--- src/rtl/reg_writeback_pkg.sv ---
// ============================================================================
// reg_writeback_pkg : shared widths and defaults for the writeback stage
// Rev 1.0
// ============================================================================
`default_nettype none

package reg_writeback_pkg;
  localparam int WORD_WIDTH     = 32;
  localparam int REG_ADDR_WIDTH = 5;
  localparam int WB_STARVE_MAX  = 3;
endpackage

`default_nettype wire

--- src/rtl/reg_writeback_wb_arbiter.sv ---
// ============================================================================
// wb_arbiter : ALU/load grant logic with ALU starvation guard
// Rev 1.0
// ============================================================================
`default_nettype none

module wb_arbiter
  import reg_writeback_pkg::*;
#(
  parameter int STARVE_MAX = WB_STARVE_MAX
) (
  input  logic clk,
  input  logic rst_n,
  input  logic alu_valid,
  input  logic ld_valid,
  output logic alu_ready,
  output logic ld_ready,
  output logic grant_alu,
  output logic accept
);

  localparam int              CNT_W   = $clog2(STARVE_MAX + 1);
  localparam logic [CNT_W-1:0] CNT_MAX = CNT_W'(STARVE_MAX);

  logic [CNT_W-1:0] starve_cnt;
  logic             force_alu;
  logic             alu_accept;
  logic             ld_accept;

  assign force_alu  = (starve_cnt == CNT_MAX);
  assign alu_ready  = !ld_valid || force_alu;
  assign ld_ready   = !(alu_valid && force_alu);
  assign alu_accept = alu_valid && alu_ready;
  assign ld_accept  = ld_valid && ld_ready;
  assign grant_alu  = alu_accept;
  assign accept     = alu_accept || ld_accept;

  // Counts consecutive cycles where a waiting ALU result lost to a load.
  always_ff @(posedge clk) begin
    if (!rst_n) begin
      starve_cnt <= '0;
    end else if (alu_accept || !alu_valid) begin
      starve_cnt <= '0;
    end else if (ld_accept && starve_cnt != CNT_MAX) begin
      starve_cnt <= starve_cnt + CNT_W'(1);
    end
  end

endmodule

`default_nettype wire

--- src/rtl/reg_writeback.sv ---
// ============================================================================
// reg_writeback : register-file write port driver, arbitrates ALU/load results
// Rev 1.0
// ============================================================================
`default_nettype none

module reg_writeback
  import reg_writeback_pkg::*;
#(
  parameter int WORD_WIDTH     = reg_writeback_pkg::WORD_WIDTH,
  parameter int REG_ADDR_WIDTH = reg_writeback_pkg::REG_ADDR_WIDTH,
  parameter int STARVE_MAX     = WB_STARVE_MAX
) (
  input  logic                      clk,
  input  logic                      rst_n,
  input  logic                      alu_valid,
  input  logic [REG_ADDR_WIDTH-1:0] alu_rd,
  input  logic [WORD_WIDTH-1:0]     alu_data,
  output logic                      alu_ready,
  input  logic                      ld_valid,
  input  logic [REG_ADDR_WIDTH-1:0] ld_rd,
  input  logic [WORD_WIDTH-1:0]     ld_data,
  output logic                      ld_ready,
  output logic                      w_en,
  output logic [REG_ADDR_WIDTH-1:0] wa3,
  output logic [WORD_WIDTH-1:0]     wd3
);

  logic                      grant_alu;
  logic                      accept;
  logic [REG_ADDR_WIDTH-1:0] sel_rd;
  logic [WORD_WIDTH-1:0]     sel_data;

  wb_arbiter #(
    .STARVE_MAX(STARVE_MAX)
  ) u_arb (
    .clk      (clk),
    .rst_n    (rst_n),
    .alu_valid(alu_valid),
    .ld_valid (ld_valid),
    .alu_ready(alu_ready),
    .ld_ready (ld_ready),
    .grant_alu(grant_alu),
    .accept   (accept)
  );

  assign sel_rd   = grant_alu ? alu_rd   : ld_rd;
  assign sel_data = grant_alu ? alu_data : ld_data;

  // x0 results complete their handshake but never raise the write enable.
  always_ff @(posedge clk) begin
    if (!rst_n) begin
      w_en <= 1'b0;
      wa3  <= '0;
      wd3  <= '0;
    end else if (accept) begin
      w_en <= (sel_rd != '0);
      wa3  <= sel_rd;
      wd3  <= sel_data;
    end else begin
      w_en <= 1'b0;
    end
  end

endmodule

`default_nettype wire

--- config.mk ---
export PLATFORM = sky130hd
export DESIGN_NAME = reg_writeback
export DESIGN_NICKNAME = d
export VERILOG_FILES = /design/src/rtl/reg_writeback_pkg.sv /design/src/rtl/reg_writeback_wb_arbiter.sv /design/src/rtl/reg_writeback.sv
export SDC_FILE = /design/constraint.sdc
export NUM_CORES = 1
export LEC_CHECK = 0
export BUFFER_PORTS_ARGS = -buffer_cell sky130_fd_sc_hd__buf_2
export CAP_MARGIN = 20
export CORE_MARGIN = 3
export CORE_UTILIZATION = 37
export DETAILED_ROUTE_END_ITERATION = 6
export GPL_ROUTABILITY_DRIVEN = 0
export PLACE_DENSITY = 0.74
export SYNTH_ARGS = -nofsm -noshare
export SYNTH_HDL_FRONTEND = slang
export SYNTH_SLANG_ARGS = --single-unit
export TNS_END_PERCENT = 5
--- constraint.sdc ---
create_clock -name clk -period 1.35 [get_ports clk]
set_input_delay 0.0675 -clock clk [delete_from_list [all_inputs] [get_ports clk]]
set_output_delay 0.0675 -clock clk [all_outputs]
set_load 0.05 [all_outputs]
* After elaboration in Yosys (flattened, before gate mapping)
Cells that the tools add are included.
Cells by class: mux-type cells 2, bitwise gates (word level) 1, reductions and logical operators 13, $add $sub $neg 1, equality and inequality tests 2
Operator list (count):
- $mux W32 | 1
- $mux W5 | 1
- $reduce_bool A5 Y1 | 1
- $logic_and A1 B1 Y1 | 4
- $logic_not A1 Y1 | 3
- $logic_or A1 B1 Y1 | 3
- $add A2 B1 Y2 const B | 1
- $eq A2 B2 Y1 const B | 1
- $ne A2 B2 Y1 const B | 1
- $reduce_and A2 Y1 | 1
- $reduce_or A2 Y1 | 1
- $not A1 Y1 | 1
Word-level totals: word-level logic and storage cells 23, flip-flop bits (word level) 40, input port bits 78

* Longest topological paths before layout
Gate-level depths: netlist of the first run.
depth after elaboration 6, gate-level depth with buffers 7, depth with buffers taken out 5

* Cells and area by module
Synthesis of the first run repeated with hierarchy kept, for this count alone.
Second synthesis, totals: cell total of the unflattened synthesis 182, area, all modules 1878.1 µm²
Modules (own cells, without submodules):
- reg_writeback | cells each 172, area each 1780.5 µm², seq. area each 760.7 µm², times used 1
- wb_arbiter | cells each 10, area each 97.6 µm², seq. area each 40.0 µm², times used 1

* Worst setup path after synthesis of the first run
Ideal clock, no wire load.
kind reg-to-reg, start point register u_arb.starve_cnt[0], end point register w_en, period minus slack after synthesis 1.465 ns, setup time 0.126 ns, path buffers 0, arrival time 1.340 ns, cell stages (with the launch flop) 6, setup slack -0.115 ns, path through dfxtp_1 > ha_1 > nand2_1 > and3_2 > o21ai_0 > o21ai_1
On the way: word-level cells in the longest chain between the ends 6
Ends and longest elaborated chain:
- start: declaration | RTL line reg_writeback_wb_arbiter.sv:25 | logic [CNT_W-1:0] starve_cnt;
- start signal: assignment | RTL line reg_writeback_wb_arbiter.sv:45 | starve_cnt <= starve_cnt + CNT_W'(1);
- $eq A2 B2 Y1 | RTL line reg_writeback_wb_arbiter.sv:30 | assign force_alu = (starve_cnt == CNT_MAX);
- $logic_and A1 B1 Y1 | RTL line reg_writeback_wb_arbiter.sv:32 | assign ld_ready = !(alu_valid && force_alu);
- $logic_not A1 Y1 | RTL line reg_writeback_wb_arbiter.sv:32
- named net ld_ready | RTL line reg_writeback.sv:23 | output logic ld_ready,
- $logic_and A1 B1 Y1 | RTL line reg_writeback_wb_arbiter.sv:34 | assign ld_accept = ld_valid && ld_ready;
- $logic_or A1 B1 Y1 | RTL line reg_writeback_wb_arbiter.sv:36 | assign accept = alu_accept || ld_accept;
- $reduce_and A2 Y1 (no line)
- end signal: assignment | RTL line reg_writeback.sv:57 | w_en <= (sel_rd != '0);
- end: declaration | RTL line reg_writeback.sv:24 | output logic w_en,
The timed path passes the listed nets, and every way through them passes these cells. A chain may end at the register's enable or synchronous reset.

* Final worst setup path of the first run
start point register u_arb.starve_cnt[0], end point register wa3[3]
On the way: word-level cells in the longest chain between the ends 5
Ends and longest elaborated chain:
- $eq A2 B2 Y1 * | RTL line reg_writeback_wb_arbiter.sv:30
- $logic_and A1 B1 Y1 | RTL line reg_writeback_wb_arbiter.sv:32
- $logic_not A1 Y1 | RTL line reg_writeback_wb_arbiter.sv:32
- $logic_and A1 B1 Y1 | RTL line reg_writeback_wb_arbiter.sv:34
- $logic_or A1 B1 Y1 | RTL line reg_writeback_wb_arbiter.sv:36
- end signal: assignment | RTL line reg_writeback.sv:58 | wa3 <= sel_rd;
- end: declaration | RTL line reg_writeback.sv:25 | output logic [REG_ADDR_WIDTH-1:0] wa3,
Mark *: on every way between the ends. The rest lies on a longest branch, timed or not.

==> reports/metrics.yaml, run 1 <==
synthCells: 178
avgRoutedWirePerCell_um: 12.6
post-synth-top-area-cell: "dfxtp_1"
crit_family: "flip-flops"
synthTopCellsByArea: "dfxtp_1, mux2i_1, o21ai_1"
final_cell_mix: "buf_2, nand2_1, dfxtp_1, o21ai_1, mux2i_1"
violations: "setup timing"
critPathBufInv: 1
drive_gt1_share_pct: 50.7
worstPathArrival_ns: 1.52
gr-usage-all-layers_pct: 15.9
yosysSeqAreaShare_pct: 46.2
io_buffers: 117
route.detailed.vias_per_inst: 4.77
cts.root.buffer_cell: "clkbuf_8"
outcome: "complete, but fails checks"
die_w_um: 74.5
cp_slowest_stage_delay_ns: 0.33
vias: 1697
crit_path_start_kind: "register"
ctsHoldBuffers: 0
start_util_pct: 39.0
synth.top_cell.area_share_pct: 46.2
grt_max_degree: 24
cts.sinks: 40
clock.fmax_mhz: 735
ctsHtreeMaxLevel: 2
numCtsBuffers: 5
place_area_um2: 2380
die_h_um: 74.5
finalPower_uw: 2820
clk_latency_ns: 0.28
rsz0062_at_grt: "true"
rows: 24
antennaDiodeCount: 0
cp.required_ns: 1.51
final_common_cell: "buf_2"
yosysWarningCount: 0
nNetsFinal: 383
first_pass_iters: 4
grt_pass1_wl_um: 6760
fin_skew_ns: 0.00509
cts_tree: "done"
critPathKind: "register to register"
grt_pass1_vias: 1566
area_growth_pct: 47.1
core_um2: 4440
hold_class: "input port to register"
slew_headroom_pct: 78.6
antenna_found_initial: 0
netlist_area_um2: 1730
grt-ovfl-total: 0
routed_wl_um: 4490
powerDensity_nw_per_um2: 1100
postRouteAntennaNets: 0
syn_avg_cell_area_um2: 9.74
cts_buffer_depth: 2
finish.instance_area_um2: 2550
synthDistinctLibCells: 20
io_pins: 118
worst_pin_slew_ns: 0.321
end_kind: "register"
synth_nets: 257
ir_worst_vdd_v: 0.000569
synth-seq-cells: 40
finalHoldViolations: 0
layout_setup_ws_ns: -0.0105
die_area_um2: 5540
drtIter0Drc: 67
drv_slew: 0
worstPathCellList: "ha_4, nand2b_4, nand2_8, buf_6, mux2i_2, o21ai_1"
setup_violations: 2
fin_crit_sh_pct: 101
drv_cap: 0
path_max_fanout: 5
clk_pin_slew_ns: 0.07
slowest_stage: "dfxtp_2"
p_leak_uw: 0.00135
finalCriticalPeriod_ns: 1.36
drc_errors: 0
dp_hpwl_um: 3380
final_util_pct: 57.4
final cells by class:
type	instances	area (µm²)
clock inverters	1	5.00
well taps	52	65.1
flip-flops and latches	40	803
fillers	432	1890
multi-input cells	127	885
inverters	1	3.75
clock buffers	6	72.6
repair buffers	129	717
repair_timing:
action                                  in CTS  in global routing
endpoints found under the setup margin       3                 35
resized for setup                            1                 11
gates cloned                                 0                  2
setup buffers                                0                  1
report_power, final:
| part | switching, µW | internal (µW) | leakage [µW] | total [µW] |
|---|---|---|---|---|
| registers | 39.6 | 1270 | 0.000333 | 1310 |
| clock network | 366 | 351 | 0.0000410 | 717 |
| logic | 520 | 272 | 0.000972 | 792 |
| total | 926 | 1890 | 0.00135 | 2820 |
cells by family (layout without fill, tap and decap cells):
| group | Yosys count | count (layout) | share of synthesized area (%) |
|---|---|---|---|
| AO/OA/AOI/OAI | 39 | 39 | 11.5 |
| adder cells (fa/ha/maj) | 1 | 1 | 0.721 |
| buffers and inverters | 12 | 137 | 6.64 |
| flip-flops | 40 | 40 | 46.2 |
| multiplexers | 37 | 37 | 21.4 |
| AND/OR/NAND/NOR | 49 | 50 | 13.6 |
path summary, 6_finish.rpt:
path                                           from  depth (start not counted)             endpoint  slack [ns]
worst max register to register  u_arb.starve_cnt[0]                          6               wa3[3]       -0.01
worst min register to register  u_arb.starve_cnt[0]                          1  u_arb.starve_cnt[0]        0.43
worst max-delay path            u_arb.starve_cnt[0]                          6               wa3[3]       -0.01
worst min-delay path                   alu_data[23]                          3              wd3[23]        0.05
cell usage after synthesis (all sizes together):
master / count
nor3: 2
ha: 1
nor3b: 1
buf: 8
nand2b: 1
inv: 1
mux2: 1
clkbuf: 3
nand2: 41
o21ai: 39
mux2i: 36
and3: 2
dfxtp: 40
nor4: 2
registers in the layout (all words and copies together) (netlist names):
name / cells
wd3: 32
wa3: 5
u_arb.starve_cnt: 2
w_en: 1
per-stage QoR:
| stage | setup TNS, ns | hold slack (ns) | instances | worst slack (ns) |
|---|---|---|---|---|
| 6_report | -0.0205 | 0.0466 | 356 | -0.0105 |
| 5_1_grt | -1.48 | 0.0486 | 356 | -0.0675 |
| 4_1_cts | -0.0240 | 0.0386 | 353 | -0.0143 |
| 3_5_place_dp | -0.00708 | 0.339 | 346 | -0.00492 |
| 3_3_place_gp | 0 | 0.325 | 346 | 0.0465 |
| 2_1_floorplan | -0.227 | 0.209 | 178 | -0.0133 |
worst register-to-register path, cell delays in order (launching register included):
cell      delay, ns
dfxtp_2        0.33
ha_4           0.15
nand2b_4       0.20
nand2_8        0.11
buf_6          0.14
mux2i_2        0.21
o21ai_1        0.09
routing by layer:
metal / routed length [µm] / track usage, % / share of wire, %
met1: 1820 / 16.8 / 41
met2: 2320 / 29.4 / 52
met3: 321 / 5.41 / 7.2
met4: 29 / 5.53 / 0.65
met5: 0 / 0 / 0
(Power assumes the default switching activity.)
==> run 2: changes to the inputs <==
--- a/config.mk
+++ b/config.mk
@@ -12,6 +12,7 @@
 export DETAILED_ROUTE_END_ITERATION = 6
 export GPL_ROUTABILITY_DRIVEN = 0
 export PLACE_DENSITY = 0.74
+export RECOVER_POWER = 100
 export SYNTH_ARGS = -nofsm -noshare
 export SYNTH_HDL_FRONTEND = slang
 export SYNTH_SLANG_ARGS = --single-unit
==> run 2 against run 1 <==
Compared with the run above:
- clock skew about the same
- worst setup slack hardly changed
- the run still ends with setup timing left
- via count about the same
- die area stayed put
- power is 0.71% lower
- cell count unchanged
==> reports/metrics.yaml, run 2 (synthesis gave the netlist of run 1 again) <==
m1WireLength_um: 1800
final_common_cell: "buf_2"
antenna_found_initial: 0
drv_slew: 0
top_layer: "met4"
reg2reg_slack_ns: -0.01
stdcell_count: 356
finalPower_uw: 2800
crit_family: "flip-flops"
io_pins: 118
layout_setup_ws_ns: -0.0108
start_util_pct: 39.0
die_h_um: 74.5
cts.root.buffer_cell: "clkbuf_8"
p_leak_uw: 0.00120
fin_crit_sh_pct: 101
routed_wl_um: 4480
vias: 1696
ctsHtreeMaxLevel: 2
antennaDiodeCount: 0
dp_hpwl_um: 3380
worst_pin_slew_ns: 0.644
finalCriticalPeriod_ns: 1.36
place_area_um2: 2380
clk_latency_ns: 0.28
crit_path_start_kind: "register"
gr-usage-all-layers_pct: 15.9
grt-ovfl-total: 0
critPathKind: "register to register"
grt_pass1_wl_um: 6760
place_inst: 346
grt_max_degree: 24
area_growth_pct: 44.4
largest_register: "wd3"
clock.fmax_mhz: 735
critPathBufInv: 1
postRouteAntennaNets: 0
cts_tree: "done"
fin_skew_ns: 0.00517
drtIter0Drc: 58
clk_pin_slew_ns: 0.07
ir_worst_vdd_v: 0.000563
finalHoldViolations: 0
first_pass_iters: 4
avgRoutedWirePerCell_um: 12.6
route.detailed.vias_per_inst: 4.76
outcome: "complete, but fails checks"
fillers: 446
cp_slowest_stage_delay_ns: 0.34
powerDensity_nw_per_um2: 1120
numCtsBuffers: 5
wl_met2_um: 2310
worstPathArrival_ns: 1.52
drc_errors: 0
reg_top3: "wd3: 32 flops, wa3: 5 flops, u_arb.starve_cnt: 2 flops"
cts.sinks: 40
largest_reg_flops: 32
grt_pass1_vias: 1566
dp_slack_ns: -0.00492
worstPathCellList: "ha_4, nand2b_4, nand2_8, buf_6, mux2i_2, o21ai_1"
rsz0062_at_grt: "true"
setup_tns_ns: -0.0200
slowest_stage: "dfxtp_2"
drv_cap: 0
core_um2: 4440
wl_met3_um: 335
end_kind: "register"
cts_buffer_depth: 2
slew_headroom_pct: 57.2
path_max_fanout: 5
drive_gt1_share_pct: 38.2
die_area_um2: 5540
nNetsFinal: 383
finish.instance_area_um2: 2500
io_buffers: 117
violations: "setup timing"
cp.required_ns: 1.51
setup_violations: 2
hold_class: "input port to register"
final_cell_mix: "buf_2, nand2_1, clkbuf_1, dfxtp_1, o21ai_1"
die_w_um: 74.5
rows: 24
-- run 2: worst paths after layout --
path,startpoint,to,cells past startpoint
max,u_arb.starve_cnt[0],wa3[3],6
min,alu_data[23],wd3[23],3
max reg2reg,u_arb.starve_cnt[0],wa3[3],6
min reg2reg,u_arb.starve_cnt[0],u_arb.starve_cnt[0],1
-- run 2: worst min-delay path, cell delays in order --
cell     delay, ns
buf_2         0.07
mux2i_1       0.05
o21ai_1       0.10
-- run 2: final cells by class --
| type | instances | area, µm² | area share [%] |
|---|---|---|---|
| Clock inverter | 1 | 5.00 | 0.200 |
| Multi-Input combinational cell | 127 | 885 | 35.3 |
| Timing Repair Buffer | 129 | 669 | 26.7 |
| Sequential cell | 40 | 803 | 32.1 |
| Inverter | 1 | 3.75 | 0.150 |
| Clock buffer | 6 | 72.6 | 2.90 |
| Tap cell | 52 | 65.1 | 2.60 |
-- run 2: what timing repair did --
action | in CTS | in global routing
hold buffers | 0 | 0
setup buffers | 0 | 1
cloned | 0 | 2
setup endpoints to repair | 3 | 35
resized for setup | 1 | 11
-- run 2: metrics by stage --
stage / util [%] / hold slack (ns)
after floorplan: - / 0.209
after global placement: 53.6 / 0.325
after detailed placement: 53.6 / 0.339
after CTS: 55.5 / 0.0386
after global routing: 56.3 / 0.0486
final: 56.3 / 0.0466
-- run 2: report_power, final --
part	total, µW	leakage (µW)	switching [µW]	internal (µW)
combinational	767	0.000831	520	247
sequential	1310	0.000333	42.3	1270
clock	719	0.0000410	368	351
total	2800	0.00120	930	1870
-- run 2: metal layers --
metal | vias to the layer above | track usage (%)
li1 | 868 | -
met1 | 753 | 16.8
met2 | 70 | 29.4
met3 | 5 | 5.41
met4 | 0 | 5.53
met5 | - | 0
==> run 3: changes to the inputs <==
--- a/config.mk
+++ b/config.mk
@@ -7,11 +7,13 @@
 export LEC_CHECK = 0
 export BUFFER_PORTS_ARGS = -buffer_cell sky130_fd_sc_hd__buf_2
 export CAP_MARGIN = 20
+export CELL_PAD_IN_SITES_DETAIL_PLACEMENT = 1
+export CELL_PAD_IN_SITES_GLOBAL_PLACEMENT = 2
 export CORE_MARGIN = 3
-export CORE_UTILIZATION = 37
+export CORE_UTILIZATION = 20
 export DETAILED_ROUTE_END_ITERATION = 6
 export GPL_ROUTABILITY_DRIVEN = 0
-export PLACE_DENSITY = 0.74
+export PLACE_DENSITY = 0.75
 export RECOVER_POWER = 100
 export SYNTH_ARGS = -nofsm -noshare
 export SYNTH_HDL_FRONTEND = slang
==> run 3 against run 2 <==
Compared with the run above:
- the flow now finishes without violations
- fmax is 1.9% higher
- via count is 2.2% higher
- critical path depth is 2 lower
- worst hold slack worse by 0.011 ns
==> reports/metrics.yaml, run 3 (synthesis gave the netlist of run 1 again) <==
outcome: "complete, no violations"
grt_use_met2_pct: 18.8
multi_input_area_um2: 868
path_max_fanout: 4
finalCriticalPeriod_ns: 1.34
critPathKind: "register to output pin"
worstReg2RegStart: "u_arb.starve_cnt[0]"
p_int_uw: 1990
stdcell_count: 410
numCtsBuffers: 5
grt_pass1_wl_um: 8360
ctsHtreeMaxLevel: 2
final_common_cell: "buf_2"
final_cell_mix: "buf_2, nand2_1, o21ai_1, dfxtp_1, clkbuf_1"
io_buffers: 117
io_pins: 118
seq_power_share_pct: 44.1
dp_hpwl_um: 4110
hold-worst-slack_ns: 0.0356
clk_pin_slew_ns: 0.08
drtIter0Drc: 28
clock.fmax_mhz: 749
worst_pin_slew_ns: 0.646
hold_class: "input port to register"
dp_slack_ns: 0.00514
busiest_layer: "met2"
cts_buffer_depth: 2
clock_power_share_pct: 29.2
min_from: "alu_data[17]"
avgRoutedWirePerCell_um: 13.4
place_inst: 398
cts.sinks: 40
met1_usage_pct: 11.9
gr-usage-all-layers_pct: 10.6
switchingPower_uw: 981
slew_headroom_pct: 57.1
clk_latency_ns: 0.29
largest_register: "wd3"
routed_wl_um: 5500
end_kind: "output pin"
cp.required_ns: 1.28
place_area_um2: 2500
grt-ovfl-total: 0
reg2regPathDepth: 6
p_comb_share_pct: 26.7
rows: 33
fillers: 1023
p_leak_uw: 0.00128
area_growth_pct: 52.7
grt_max_degree: 26
reg_top3: "wd3: 32 flops, wa3: 5 flops, u_arb.starve_cnt: 2 flops"
powerDensity_nw_per_um2: 1120
holdPathStages: 3
rsz0062_at_grt: "true"
drc_errors: 0
drv_slew: 0
start_util_pct: 20.9
fin_skew_ns: 0.00874
reg2reg_slack_ns: 0.02
core_um2: 8300
die_h_um: 99.1
grt_pass1_vias: 1778
antennaDiodeCount: 0
die_area_um2: 9820
drive_gt1_share_pct: 37.7
ctsHoldBuffers: 0
finish.instance_area_um2: 2650
route.detailed.vias_per_inst: 4.23
ir_worst_vdd_v: 0.000290
nNetsFinal: 384
die_w_um: 99.1
finalHoldViolations: 0
r2r-end: "wd3[13]"
antenna_found_initial: 0
crit_path_start_kind: "register"
fin_crit_sh_pct: 98.9
cts.root.buffer_cell: "clkbuf_8"
layout_setup_ws_ns: 0.0148
switching_share_pct: 33.0
drv_cap: 0
vias: 1733
postRouteAntennaNets: 0
first_pass_iters: 4
setup_tns_ns: 0
grt.met3_usage_pct: 4.21
holdPathEnd: "wd3[17]"
setup_violations: 0
seq_area_um2: 803
cts_tree: "done"
largest_reg_flops: 32
worstPathArrival_ns: 1.27
## run 3: changes by cell type in the layout (fill, tap and decap cells not counted), sizes merged
| cell | previous run | this run |
|---|---|---|
| clkbuf | 45 | 47 |
| clkinv | 1 | 0 |
## run 3: through the flow
| step | utilization, % | total power (µW) |
|---|---|---|
| after global routing | 31.9 | 3140 |
| after floorplan | - | 1860 |
| after detailed placement | 30.1 | 2130 |
| after global placement | 30.1 | 2120 |
| after CTS | 31.4 | 3030 |
| final | 31.9 | 2970 |
## run 3: metal layers
metal | share of wire, % | routed length, µm | vias to the layer above
met4 | 0.69 | 38 | 0
met5 | 0 | 0 | -
met3 | 9.7 | 531 | 4
met1 | 41 | 2270 | 792
met2 | 48 | 2660 | 70
li1 | - | - | 867
## run 3: critical path, stage by stage, from the launching register on
cell and delay [ns]:
dfxtp_2 0.33, ha_4 0.15, nand2b_4 0.18, buf_4 0.17, buf_6 0.14
## run 3: worst max-delay path by stage
| stage | startpoint | slack (ns) | to |
|---|---|---|---|
| finish | u_arb.starve_cnt[0] | 0.01 | alu_ready |
| global route | u_arb.starve_cnt[0] | -0.07 | wd3[0] |
| CTS | u_arb.starve_cnt[0] | -0.004 | wd3[13] |
| detailed placement | u_arb.starve_cnt[0] | 0.005 | wd3[13] |
| global placement | u_arb.starve_cnt[0] | 0.02 | wd3[20] |
| floorplan | u_arb.starve_cnt[0] | -0.01 | wd3[16] |
## run 3: cell type report
class	count	share of cell area [%]
well taps	105	4.96
flip-flops and latches	40	30.3
multi-input cells	127	32.8
repair buffers	130	28.2
inverters	1	0.142
clock buffers	7	3.64
## run 3: repair_timing
item / CTS / global route
buffers inserted: 0 / 2
gates cloned: 0 / 3
setup endpoints to repair: 5 / 35
gates resized for setup: 5 / 8
## run 3: power by group through the flow
stage               combinational, µW  sequential (µW)  clock [µW]
floorplan                         221             1640           0
global placement                  786             1330           0
detailed placement                794             1340           0
CTS                               800             1310         918
global route                      855             1320         958
finish                            795             1310         867
